--- config.mk ---
export PLATFORM = sky130hd
export DESIGN_NAME = state_sequencer
export DESIGN_NICKNAME = d
export VERILOG_FILES = /design/src/rtl/state_pkg.sv /design/src/rtl/dwell_counter.sv /design/src/rtl/state_sequencer.sv
export SDC_FILE = /design/constraint.sdc
export NUM_CORES = 1
export LEC_CHECK = 0
export CAP_MARGIN = 5
export CORE_AREA = 2 2 43 45
export DETAILED_ROUTE_END_ITERATION = 8
export DIE_AREA = 0 0 45 47
export HOLD_SLACK_MARGIN = 0.02
export MAX_ROUTING_LAYER = met4
export PLACE_DENSITY = 0.8
export SYNTH_ARGS = -nofsm -noshare
export SYNTH_HDL_FRONTEND = slang
export SYNTH_SLANG_ARGS = --single-unit
--- constraint.sdc ---
create_clock -name clk -period 3.35 [get_ports clk]
set_input_delay 0.67 -clock clk [delete_from_list [all_inputs] [get_ports clk]]
set_output_delay 0.67 -clock clk [all_outputs]
set_load 0.005 [all_outputs]
--- src/rtl/state_pkg.sv ---
// Shared state encoding for the job FSM: the sequencer, the state register owner
// and any downstream decode logic all import these codes.
package state_pkg;

    localparam int STATE_W = 4;

    localparam logic [STATE_W-1:0] ST_IDLE    = 4'h0;
    localparam logic [STATE_W-1:0] ST_LOAD    = 4'h1;
    localparam logic [STATE_W-1:0] ST_COMPUTE = 4'h2;
    localparam logic [STATE_W-1:0] ST_STORE   = 4'h3;
    localparam logic [STATE_W-1:0] ST_DONE    = 4'h4;
    localparam logic [STATE_W-1:0] ST_ERROR   = 4'hF;

    // Busy covers every state that belongs to an active job.
    function automatic logic is_busy(input logic [STATE_W-1:0] s);
        return (s == ST_LOAD) || (s == ST_COMPUTE) || (s == ST_STORE) || (s == ST_DONE);
    endfunction

endpackage

--- src/rtl/dwell_counter.sv ---
// Saturating dwell counter: counts cycles spent in the current state and restarts
// from zero whenever the state is about to change.
module dwell_counter #(
    parameter int CNT_W = 8
) (
    input  logic             clk,
    input  logic             reset,
    input  logic             i_clr,
    output logic [CNT_W-1:0] o_count
);

    logic [CNT_W-1:0] r_count;

    // NOTE: sequential state uses non-blocking assignments and a synchronous reset
    // sampled only on the clock edge, so reset never appears in the sensitivity list.
    always_ff @(posedge clk) begin
        if (reset) begin
            r_count <= '0;
        end else if (i_clr) begin
            r_count <= '0;
        end else if (r_count != '1) begin
            r_count <= r_count + 1'b1;
        end
    end

    assign o_count = r_count;

endmodule

--- src/rtl/state_sequencer.sv ---
// Next-state controller for the job FSM: computes next_state from the fed-back
// current_state, handshakes and dwell/pending registers, and decodes Moore strobes.
module state_sequencer
    import state_pkg::*;
#(
    parameter int COMPUTE_CYCLES = 8,
    parameter int TIMEOUT        = 255,
    parameter int CNT_W          = 8
) (
    input  logic               clk,
    input  logic               reset,
    input  logic [STATE_W-1:0] current_state,
    input  logic               start,
    input  logic               load_ack,
    input  logic               store_ack,
    input  logic               clear,
    output logic [STATE_W-1:0] next_state,
    output logic               load_en,
    output logic               compute_en,
    output logic               store_en,
    output logic               done,
    output logic               error,
    output logic               busy
);

    localparam logic [CNT_W-1:0] TIMEOUT_LAST = CNT_W'(TIMEOUT - 1);
    localparam logic [CNT_W-1:0] COMPUTE_LAST = CNT_W'(COMPUTE_CYCLES - 1);

    logic [CNT_W-1:0] w_cnt;
    logic             w_state_change;
    logic             w_job_entry;
    logic             r_pending;

    dwell_counter #(.CNT_W(CNT_W)) u_dwell (
        .clk     (clk),
        .reset   (reset),
        .i_clr   (w_state_change),
        .o_count (w_cnt)
    );

    // NOTE: every combinational output gets a default first so no path can infer a latch.
    always_comb begin
        next_state = ST_IDLE;
        if (!reset && !clear) begin
            unique case (current_state)
                ST_IDLE:    next_state = (start || r_pending) ? ST_LOAD : ST_IDLE;
                ST_LOAD:    next_state = load_ack ? ST_COMPUTE :
                                         (w_cnt == TIMEOUT_LAST) ? ST_ERROR : ST_LOAD;
                ST_COMPUTE: next_state = (w_cnt == COMPUTE_LAST) ? ST_STORE : ST_COMPUTE;
                ST_STORE:   next_state = store_ack ? ST_DONE :
                                         (w_cnt == TIMEOUT_LAST) ? ST_ERROR : ST_STORE;
                ST_DONE:    next_state = (start || r_pending) ? ST_LOAD : ST_IDLE;
                ST_ERROR:   next_state = ST_ERROR;
                default:    next_state = ST_IDLE;
            endcase
        end
    end

    assign w_state_change = (next_state != current_state);
    assign w_job_entry    = ((current_state == ST_IDLE) || (current_state == ST_DONE)) &&
                            (next_state == ST_LOAD);

    // One-deep job queue: a start seen mid-job is remembered, further ones are dropped.
    always_ff @(posedge clk) begin
        if (reset || clear) begin
            r_pending <= 1'b0;
        end else if (w_job_entry) begin
            r_pending <= 1'b0;
        end else if (start && ((current_state == ST_LOAD) ||
                               (current_state == ST_COMPUTE) ||
                               (current_state == ST_STORE))) begin
            r_pending <= 1'b1;
        end
    end

    always_comb begin
        load_en    = (current_state == ST_LOAD);
        compute_en = (current_state == ST_COMPUTE);
        store_en   = (current_state == ST_STORE);
        done       = (current_state == ST_DONE);
        error      = (current_state == ST_ERROR);
        busy       = is_busy(current_state);
    end

endmodule

==> results.md, run 1 <==
* Die Wd at between 40 and 50 µm
* Area Growth Syn to Fin at 34.1%
* Routability Congestion at approximately 0.92
* Metal2 WL at 934 µm
* Final period util at 0.977
* Min Tclk post-route at roughly 3.3 ns
* Die Y at 47 µm
* Initial drt markers at 19
* Main synth FF type: dfxtp_1
* Boundary Pins at 20
* Gr ovfl total at 0
* Slew @ Worst Pin at 0.345 ns
* Hold Fails Final Rpt at 0
* CTS tree: yes
* Antenna violations before repair at 0
* Post-Syn Area at 803 µm²
* Vias in the first global route at just over 800
* Total track usage at 0.220
* Post-layout util at 0.652
* Largest net degree at the start of global routing at 12
* WL per Instance at approximately 13 µm
* Worst path required time at ~2.7 ns
* Slew Viols, Final at 0
* Commonest cells after routing, fill and taps aside: clkdlybuf4s50_1, nor2_1, buf_4
* Hold Slack at about 0.5 ns
* PwrDens at ~240 nW/µm²
* Sequential-to-total area share from yosys stat at 0.224
* Post-synthesis register bit count at 9
* Share of the synthesized area in the top cell type at 0.224
* H-tree level count at 1
* Via density at 6.10
* Diode count at 0
* Slew HR at 0.768
* Setup CP Type: in -> out
* Setup TNS at 0 ns
* Hold Buf Count CTS at 0
* Element type at the critical path end: primary output
* Maximum VDD drop at between 0.2 and 0.25 mV
* Final #Nets at between 100 and 150
* Fill cells at around 150
* DRC Markers at 0
* Synthesis Warnings at 0
* Commonest non-fill, non-tap cell in the layout: clkdlybuf4s50_1
* Leakage power at a little under 0.4 nW
* RSZ-0062 raised after global routing: false
* DRT Pass-1 Iters at 4
* Clock slew seen by the registers of the worst setup and hold paths at approximately 0.060 ns
* Clock latency on the worst-skew pair at 0.26 ns
* CTS Buffer Depth at 2
* Syn avg cell area at about 7.8 µm²
* Clock Tree Root: clkbuf_4
* Initial core utilization at 0.486
* Share of flip-flops with an asynchronous set or reset at 0
* Rows at 15
* Post-synth EDFFs at 0
* CTS buffer count at 3
* Die area at 2120 µm²
* Wl on met1 at 872 µm
* Startpoint types: input port
* Achievable frequency at ~310 MHz
* Synth top area cells: dfxtp_1, a21oi_1, nor3_1
* Max Cap Viol at 0
* Netlist cell types at 38
* Final Setup Violations at 0
* Syn_nets at around 120
* Outcome: finished, final reports clean
* Crit path max fanout at 5
* Global-route wire length before repair at between 3 and 4 mm
* Critical path arrival at around 2.6 ns
* Antenna violation net count after detailed routing at 0
* Setup Skew at about 0.0085 ns
* Core Footprint at 1650 µm²
* WL final at approximately 2 mm
* Met3 WL at ~150 µm
* Via count at between 900 and 1000
* Synth Instances at 103
* Detailed placer's ending HPWL at 1.61 mm
* Hold crit path type: reg -> reg
* Share of layout cells above drive strength 1 at 0.174
* PortBufs at 19
* Synth area leader: dfxtp_1
* Multi-input gate area at about 560 µm²
* Clock Sinks at 9
* DR top layer: met4
* Register area at roughly 180 µm²
==> power by group <==
group	switching (mW)	internal, mW	leakage (nW)
Combinational	0.0288	0.0325	0.298
Sequential	0.000436	0.108	0.0726
Clock	0.0380	0.0459	0.0150
Total	0.0672	0.186	0.385
==> final timing paths <==
kind / slack [ns] / end / startpoint / cells after the start
worst min register to register: 0.51 / r_pending$_SDFFE_PP0P_ / r_pending$_SDFFE_PP0P_ / 2
worst max register to register: 1.64 / u_dwell.o_count[1]$_SDFFE_PP0P_ / u_dwell.o_count[4]$_SDFFE_PP0P_ / 5
worst min-delay path: 0.51 / r_pending$_SDFFE_PP0P_ / r_pending$_SDFFE_PP0P_ / 2
worst max-delay path: 0.08 / next_state[3] / current_state[1] / 5
==> layout make-up <==
class	count	share of cell area
Inverter	2	0.00697
Sequential cell	9	0.167
Clock buffer	4	0.0244
Tap cell	17	0.0197
Multi-Input combinational cell	86	0.517
Timing Repair Buffer	31	0.265
==> cell families (layout without fill, tap and decap cells) <==
logic type / after synthesis / count (layout) / share of synthesized area
adders and majority gates: 2 / 2 / 0.0311
AOI/OAI and AO/OA: 27 / 27 / 0.227
DFF: 9 / 9 / 0.224
xor gates and xnor gates: 5 / 5 / 0.0545
and+or+nand+nor: 52 / 52 / 0.380
buffers and inverters: 8 / 37 / 0.0826
==> routing by layer <==
| metal | vias to the layer above | global-route usage |
|---|---|---|
| met1 | 423 | 0.260 |
| met5 | - | - |
| li1 | 444 | - |
| met3 | 4 | 0.0731 |
| met2 | 38 | 0.337 |
| met4 | 0 | 0.100 |
==> through the flow <==
step / power (mW) / cells / instance area, µm² / worst slack [ns]
after floorplan: 0.142 / 103 / 803 / 1.13
after global placement: 0.171 / 145 / 1050 / 0.0953
after detailed placement: 0.172 / 145 / 1050 / 0.0872
after CTS: 0.255 / 149 / 1070 / 0.0806
after global routing: 0.266 / 149 / 1080 / 0.00588
final: 0.253 / 149 / 1080 / 0.0756
==> critical path: stages <==
cell,delay (ns)
clkdlybuf4s50_1,0.47
or4_1,0.59
a31oi_1,0.22
o21a_1,0.15
clkdlybuf4s50_1,0.50
==> repair_timing <==
action / in CTS / in global routing
resized for setup: 0 / 3
setup endpoints to repair: 0 / 2
buffers inserted: 0 / 0
==> state kept, by name (all words and copies together), names as in the netlist <==
| signal | count |
|---|---|
| r_pending | 1 |
| u_dwell.o_count | 8 |
==> Yosys cell counts (2+ instances only) <==
| cell type | number |
|---|---|
| a211oi_1 | 2 |
| a21oi_1 | 9 |
| a31oi_1 | 3 |
| and3_1 | 3 |
| buf_6 | 2 |
| clkbuf_8 | 2 |
| dfxtp_1 | 9 |
| ha_1 | 2 |
| inv_1 | 2 |
| nand2_1 | 7 |
| nand2b_1 | 2 |
| nand3_1 | 6 |
| nor2_1 | 12 |
| nor3_1 | 9 |
| nor4_1 | 2 |
| o21a_1 | 3 |
| o21ai_0 | 4 |
| xnor2_1 | 4 |
Note: power is estimated with default switching activity, not from simulation.
==> inputs of run 2 (changes only) <==
CORE_AREA = 2 2 45 47   (was 2 2 43 45)
DIE_AREA = 0 0 47 49   (was 0 0 45 47)
PLACE_DENSITY = 0.73   (was 0.8)
==> run 2 against run 1 <==
Clock skew up 0.0010 ns. Total power decreased by 0.17%. Cell count increased by 4.0%. Clock power increased by 2%. Setup slack barely moved. Routed wire length increased by 0.40%. Global-route usage decreased by 2.3 points. Critical path type unchanged.
==> results.md, run 2 (synthesis results as in run 1) <==
* Outcome: finished, final reports clean
* Gr ovfl total at 0
* Diode count at 0
* Share of layout cells above drive strength 1 at 0.172
* Fin cells at ~160
* Min-Delay Startpoint: r_pending$_SDFFE_PP0P_
* Die Wd at 47 µm
* Antenna violation net count after detailed routing at 0
* Initial drt markers at 27
* H-tree level count at 1
* Multi-input gate area at around 570 µm²
* Routability Congestion at just under 0.9
* RSZ-0062 raised after global routing: true
* Clock latency on the worst-skew pair at ~0.27 ns
* Hold Fails Final Rpt at 0
* Startpoint types: input port
* CP top delay family: buffers and inverters
* Hold crit path type: reg -> reg
* CTS tree: yes
* Register area at 180 µm²
* WL per Instance at approximately 13 µm
* Post-layout util at 0.582
* Critical path arrival at about 2.6 ns
* Die Y at 49 µm
* Final period util at 0.977
* Achievable frequency at roughly 310 MHz
* WL final at between 1.5 and 2 mm
* Max Cap Viol at 0
* Setup CP Type: in -> out
* Die area at approximately 2300 µm²
* Via count at between 800 and 900
* CTS Buffer Depth at 2
* PortBufs at 19
* Leakage power at between 0.3 and 0.4 nW
* Area Growth Syn to Fin at 33.5%
* Initial core utilization at 0.436
* Element type at the critical path end: primary output
* DP Cell Count at 151
* Worst path required time at 2.68 ns
* Total internal power at roughly 0.18 mW
* Rows at 16
* Hold Buf Count CTS at 0
* Crit-path max cell delay at 0.61 ns
* Via density at 5.68
* Maximum VDD drop at about 0.20 mV
* Boundary Pins at 20
* Detailed placer's ending HPWL at between 1.5 and 2 mm
* P_sw at approximately 0.069 mW
* CP max stage cell: or4_1
* Final #Nets at 141
* Crit path max fanout at 6
* Max reg flops at 8
* Slew @ Worst Pin at 0.332 ns
* Global-route wire length before repair at between 3 and 4 mm
* Largest net degree at the start of global routing at 12
* Core Footprint at roughly 1800 µm²
* Clock Tree Root: clkbuf_4
* R2R Path Start: u_dwell.o_count[0]$_SDFFE_PP0P_
* DRT Pass-1 Iters at 4
* Vias in the first global route at between 700 and 800
* CP Launch Point: current_state[1]
* PwrDens at roughly 240 nW/µm²
* Commonest non-fill, non-tap cell in the layout: clkdlybuf4s50_1
* Slew Viols, Final at 0
* Commonest cells after routing, fill and taps aside: clkdlybuf4s50_1, nor2_1, a21oi_1, dfxtp_1
* Min Tclk post-route at between 3 and 4 ns
* Setup Skew at 0.00947 ns
* Sequential Power Share at 0.428
* Clock slew seen by the registers of the worst setup and hold paths at ~0.050 ns
* CTS buffer count at 3
* Fill cells at about 180
* Antenna violations before repair at 0
* Worst path cell trace: clkdlybuf4s50_1 -> or4_1 -> nand3_2 -> nand2_1 -> a31oi_1 -> clkdlybuf4s50_1
* Clock share of power at 0.338
* Total track usage at 0.196
* DRC Markers at 0
* Slew HR at 0.778
* Final Setup Violations at 0
* Clock Sinks at 9
* CP dominant cell by count: clkdlybuf4s50_1
* Logic gate share of total power at 0.234
* Switching share of power at 0.271
* WP buf/inv at 2
-- run 2: path summary, 6_finish.rpt --
path                                                   endpoint  slack, ns  depth (start not counted)
worst max register to register  u_dwell.o_count[6]$_SDFFE_PP0P_       1.65                          7
worst max-delay path                              next_state[0]       0.08                          6
worst min register to register           r_pending$_SDFFE_PP0P_       0.52                          2
worst min-delay path                     r_pending$_SDFFE_PP0P_       0.52                          2
-- run 2: per-layer routing --
layer / track usage / vias to the layer above / part of all wire
met5: - / - / 0
met4: 0.0278 / 0 / 0.0055
met3: 0.0556 / 3 / 0.073
met2: 0.267 / 37 / 0.46
met1: 0.297 / 407 / 0.46
li1: - / 433 / -
-- run 2: cell type report --
| type | instances | area share |
|---|---|---|
| clock buffers | 4 | 0.0245 |
| inverters | 2 | 0.00700 |
| multi-input cells | 86 | 0.536 |
| flip-flops and latches | 9 | 0.168 |
| well taps | 27 | 0.0315 |
| repair buffers | 27 | 0.233 |
-- run 2: per-stage QoR --
stage	hold WS, ns	cell area (µm²)	total power, mW	setup slack, ns	setup TNS, ns
after detailed placement	0.506	1030	0.168	0.0797	0
after global routing	0.584	1070	0.264	-0.0152	-0.0287
final	0.520	1070	0.253	0.0754	0
after floorplan	0.482	803	0.142	1.13	0
after global placement	0.499	1030	0.168	0.0798	0
after CTS	0.518	1050	0.252	0.0724	0
-- run 2: what timing repair did --
item,in CTS,in global routing
resized for setup,0,3
setup endpoints to repair,0,2
buffers inserted,0,0
-- run 2: power groups by stage --
stage	combinational, mW	sequential, mW	clock, mW
floorplan	0.0312	0.110	0
CTS	0.0575	0.108	0.0866
global route	0.0646	0.108	0.0916
global placement	0.0572	0.111	0
finish	0.0593	0.108	0.0854
detailed placement	0.0573	0.111	0
-- run 2: worst register-to-register path, stage by stage, from the launching register on --
cell	delay, ns
dfxtp_1	0.34
inv_1	0.08
ha_1	0.19
nand3_1	0.16
nor2_1	0.10
o2111ai_1	0.33
nand4b_4	0.22
nor3_2	0.21
==> inputs of run 3 (changes only) <==
DONT_BUFFER_PORTS = 1   (was default)
PLACE_DENSITY = default   (was 0.73)
==> run 3 against run 2 <==
Count of clock-buffer cells in the layout did not move. Total power fell by 14%. Non-clock buffer count fell by 27. Routed wire length fell by 12%. Critical path type unchanged. Critical endpoint is now next_state[3]. Largest cell class unchanged.
==> results.md, run 3 (synthesis results as in run 1) <==
* Final Setup Violations at 0
* Post-DP Area at 778 µm²
* Max reg flops at 8
* Worst hold endpoint: r_pending$_SDFFE_PP0P_
* Achievable frequency at 428 MHz
* Final #Nets at around 110
* Share of layout cells above drive strength 1 at 0.109
* Setup TNS at 0 ns
* Cell count of the worst hold path at 1
* Clock latency on the worst-skew pair at between 0.2 and 0.3 ns
* Commonest non-fill, non-tap cell in the layout: nor2_1
* Initial drt markers at 10
* RSZ-0062 raised after global routing: false
* Antenna violation net count after detailed routing at 0
* CTS tree: yes
* Fin area at roughly 800 µm²
* Element type at the critical path end: primary output
* Antenna violations before repair at 0
* Routability Congestion at just under 0.9
* Post-layout util at 0.437
* PwrDens at around 270 nW/µm²
* Initial core utilization at 0.436
* PortBufs at 0
* Slew Viols, Final at 0
* WL per Instance at around 14 µm
* Crit path max fanout at 15
* DRC Markers at 0
* Maximum VDD drop at 0.183 mV
* Hold Buf Count CTS at 0
* Fin worst setup slack at just over 1 ns
* Largest net degree at the start of global routing at 16
* H-tree level count at 1
* PostCTS Resize Cnt at 0
* Hold crit path type: in -> reg
* Worst path required time at ~2.7 ns
* Placement Setup Slack at 1.01 ns
* CTS Buffer Depth at 2
* CTS buffer count at 3
* Total power at between 0.2 and 0.25 mW
* Core Footprint at roughly 1800 µm²
* Die area at between 2000 and 2500 µm²
* R2r endpoint: u_dwell.o_count[4]$_SDFFE_PP0P_
* Global-route wire length before repair at between 2 and 3 mm
* WL final at about 1.8 mm
* Hold Slack at between 0.4 and 0.5 ns
* Outcome: finished, final reports clean
* Rows at 16
* Clock Sinks at 9
* Vias in the first global route at 697
* Min-Delay Startpoint: clear
* Die Wd at between 40 and 50 µm
* Leakage power at 0.237 nW
* Slew @ Worst Pin at around 0.55 ns
* Postcts setup bufs at 0
* Via count at ~770
* Via density at about 6
* Clock slew seen by the registers of the worst setup and hold paths at 0.06 ns
* R2r worst-path depth at 5
* Commonest cells after routing, fill and taps aside: nor2_1, nor3_1, a21oi_1, dfxtp_1, nand2_1
* Diode count at 0
* Total track usage at 0.164
* DP Cell Count at between 100 and 150
* Gr ovfl total at 0
* Fin cells at approximately 130
* Startpoint types: input port
* R2R Setup Slk at between 1.5 and 2 ns
* DRT Pass-1 Iters at 4
* Detailed placer's ending HPWL at about 1.3 mm
* Die Y at approximately 49 µm
* Critical path arrival at about 1.7 ns
* Max Cap Viol at 0
* Area Growth Syn to Fin at 0.156%
* Setup CP Type: in -> out
* Hold Fails Final Rpt at 0
* Slew HR at 0.632
* Boundary Pins at 20
* Setup Skew at between 0.0002 and 0.00025 ns
* Final period util at 0.697
* R2R Path Start: u_dwell.o_count[4]$_SDFFE_PP0P_
* Min Tclk post-route at between 2 and 2.5 ns
* Clock Tree Root: clkbuf_4
==> run 3: area by class of cell <==
type | count | area (µm²)
inverter | 2 | 7.51
multi-input combinational | 86 | 557
tap | 27 | 33.8
sequential | 9 | 180
fill | 207 | 1040
clock buffer | 4 | 26.3
==> run 3: how the worst max path moves through the flow <==
| stage | startpoint | end | cells past startpoint |
|---|---|---|---|
| floorplan | current_state[3] | next_state[3] | 3 |
| global placement | current_state[0] | next_state[0] | 3 |
| detailed placement | current_state[0] | next_state[0] | 3 |
| CTS | current_state[0] | next_state[0] | 3 |
| global route | u_dwell.o_count[4]$_SDFFE_PP0P_ | next_state[2] | 5 |
| finish | current_state[1] | next_state[3] | 3 |
==> run 3: report_power, final <==
group,internal [mW],total (mW),switching (mW)
clock network,0.0459,0.0836,0.0377
logic,0.0113,0.0251,0.0139
registers,0.108,0.108,0.000491
==> run 3: routing by layer <==
| metal | GRT usage | routed length, µm | vias to the layer above |
|---|---|---|---|
| met5 | - | 0 | - |
| met4 | 0.0833 | 40 | 0 |
| met3 | 0.0148 | 81 | 5 |
| met2 | 0.263 | 853 | 20 |
| met1 | 0.197 | 782 | 360 |
| li1 | - | - | 380 |
==> run 3: worst max-delay path, stage by stage <==
cell and delay, ns:
or4_1 0.58, a31oi_1 0.23, o21a_1 0.18
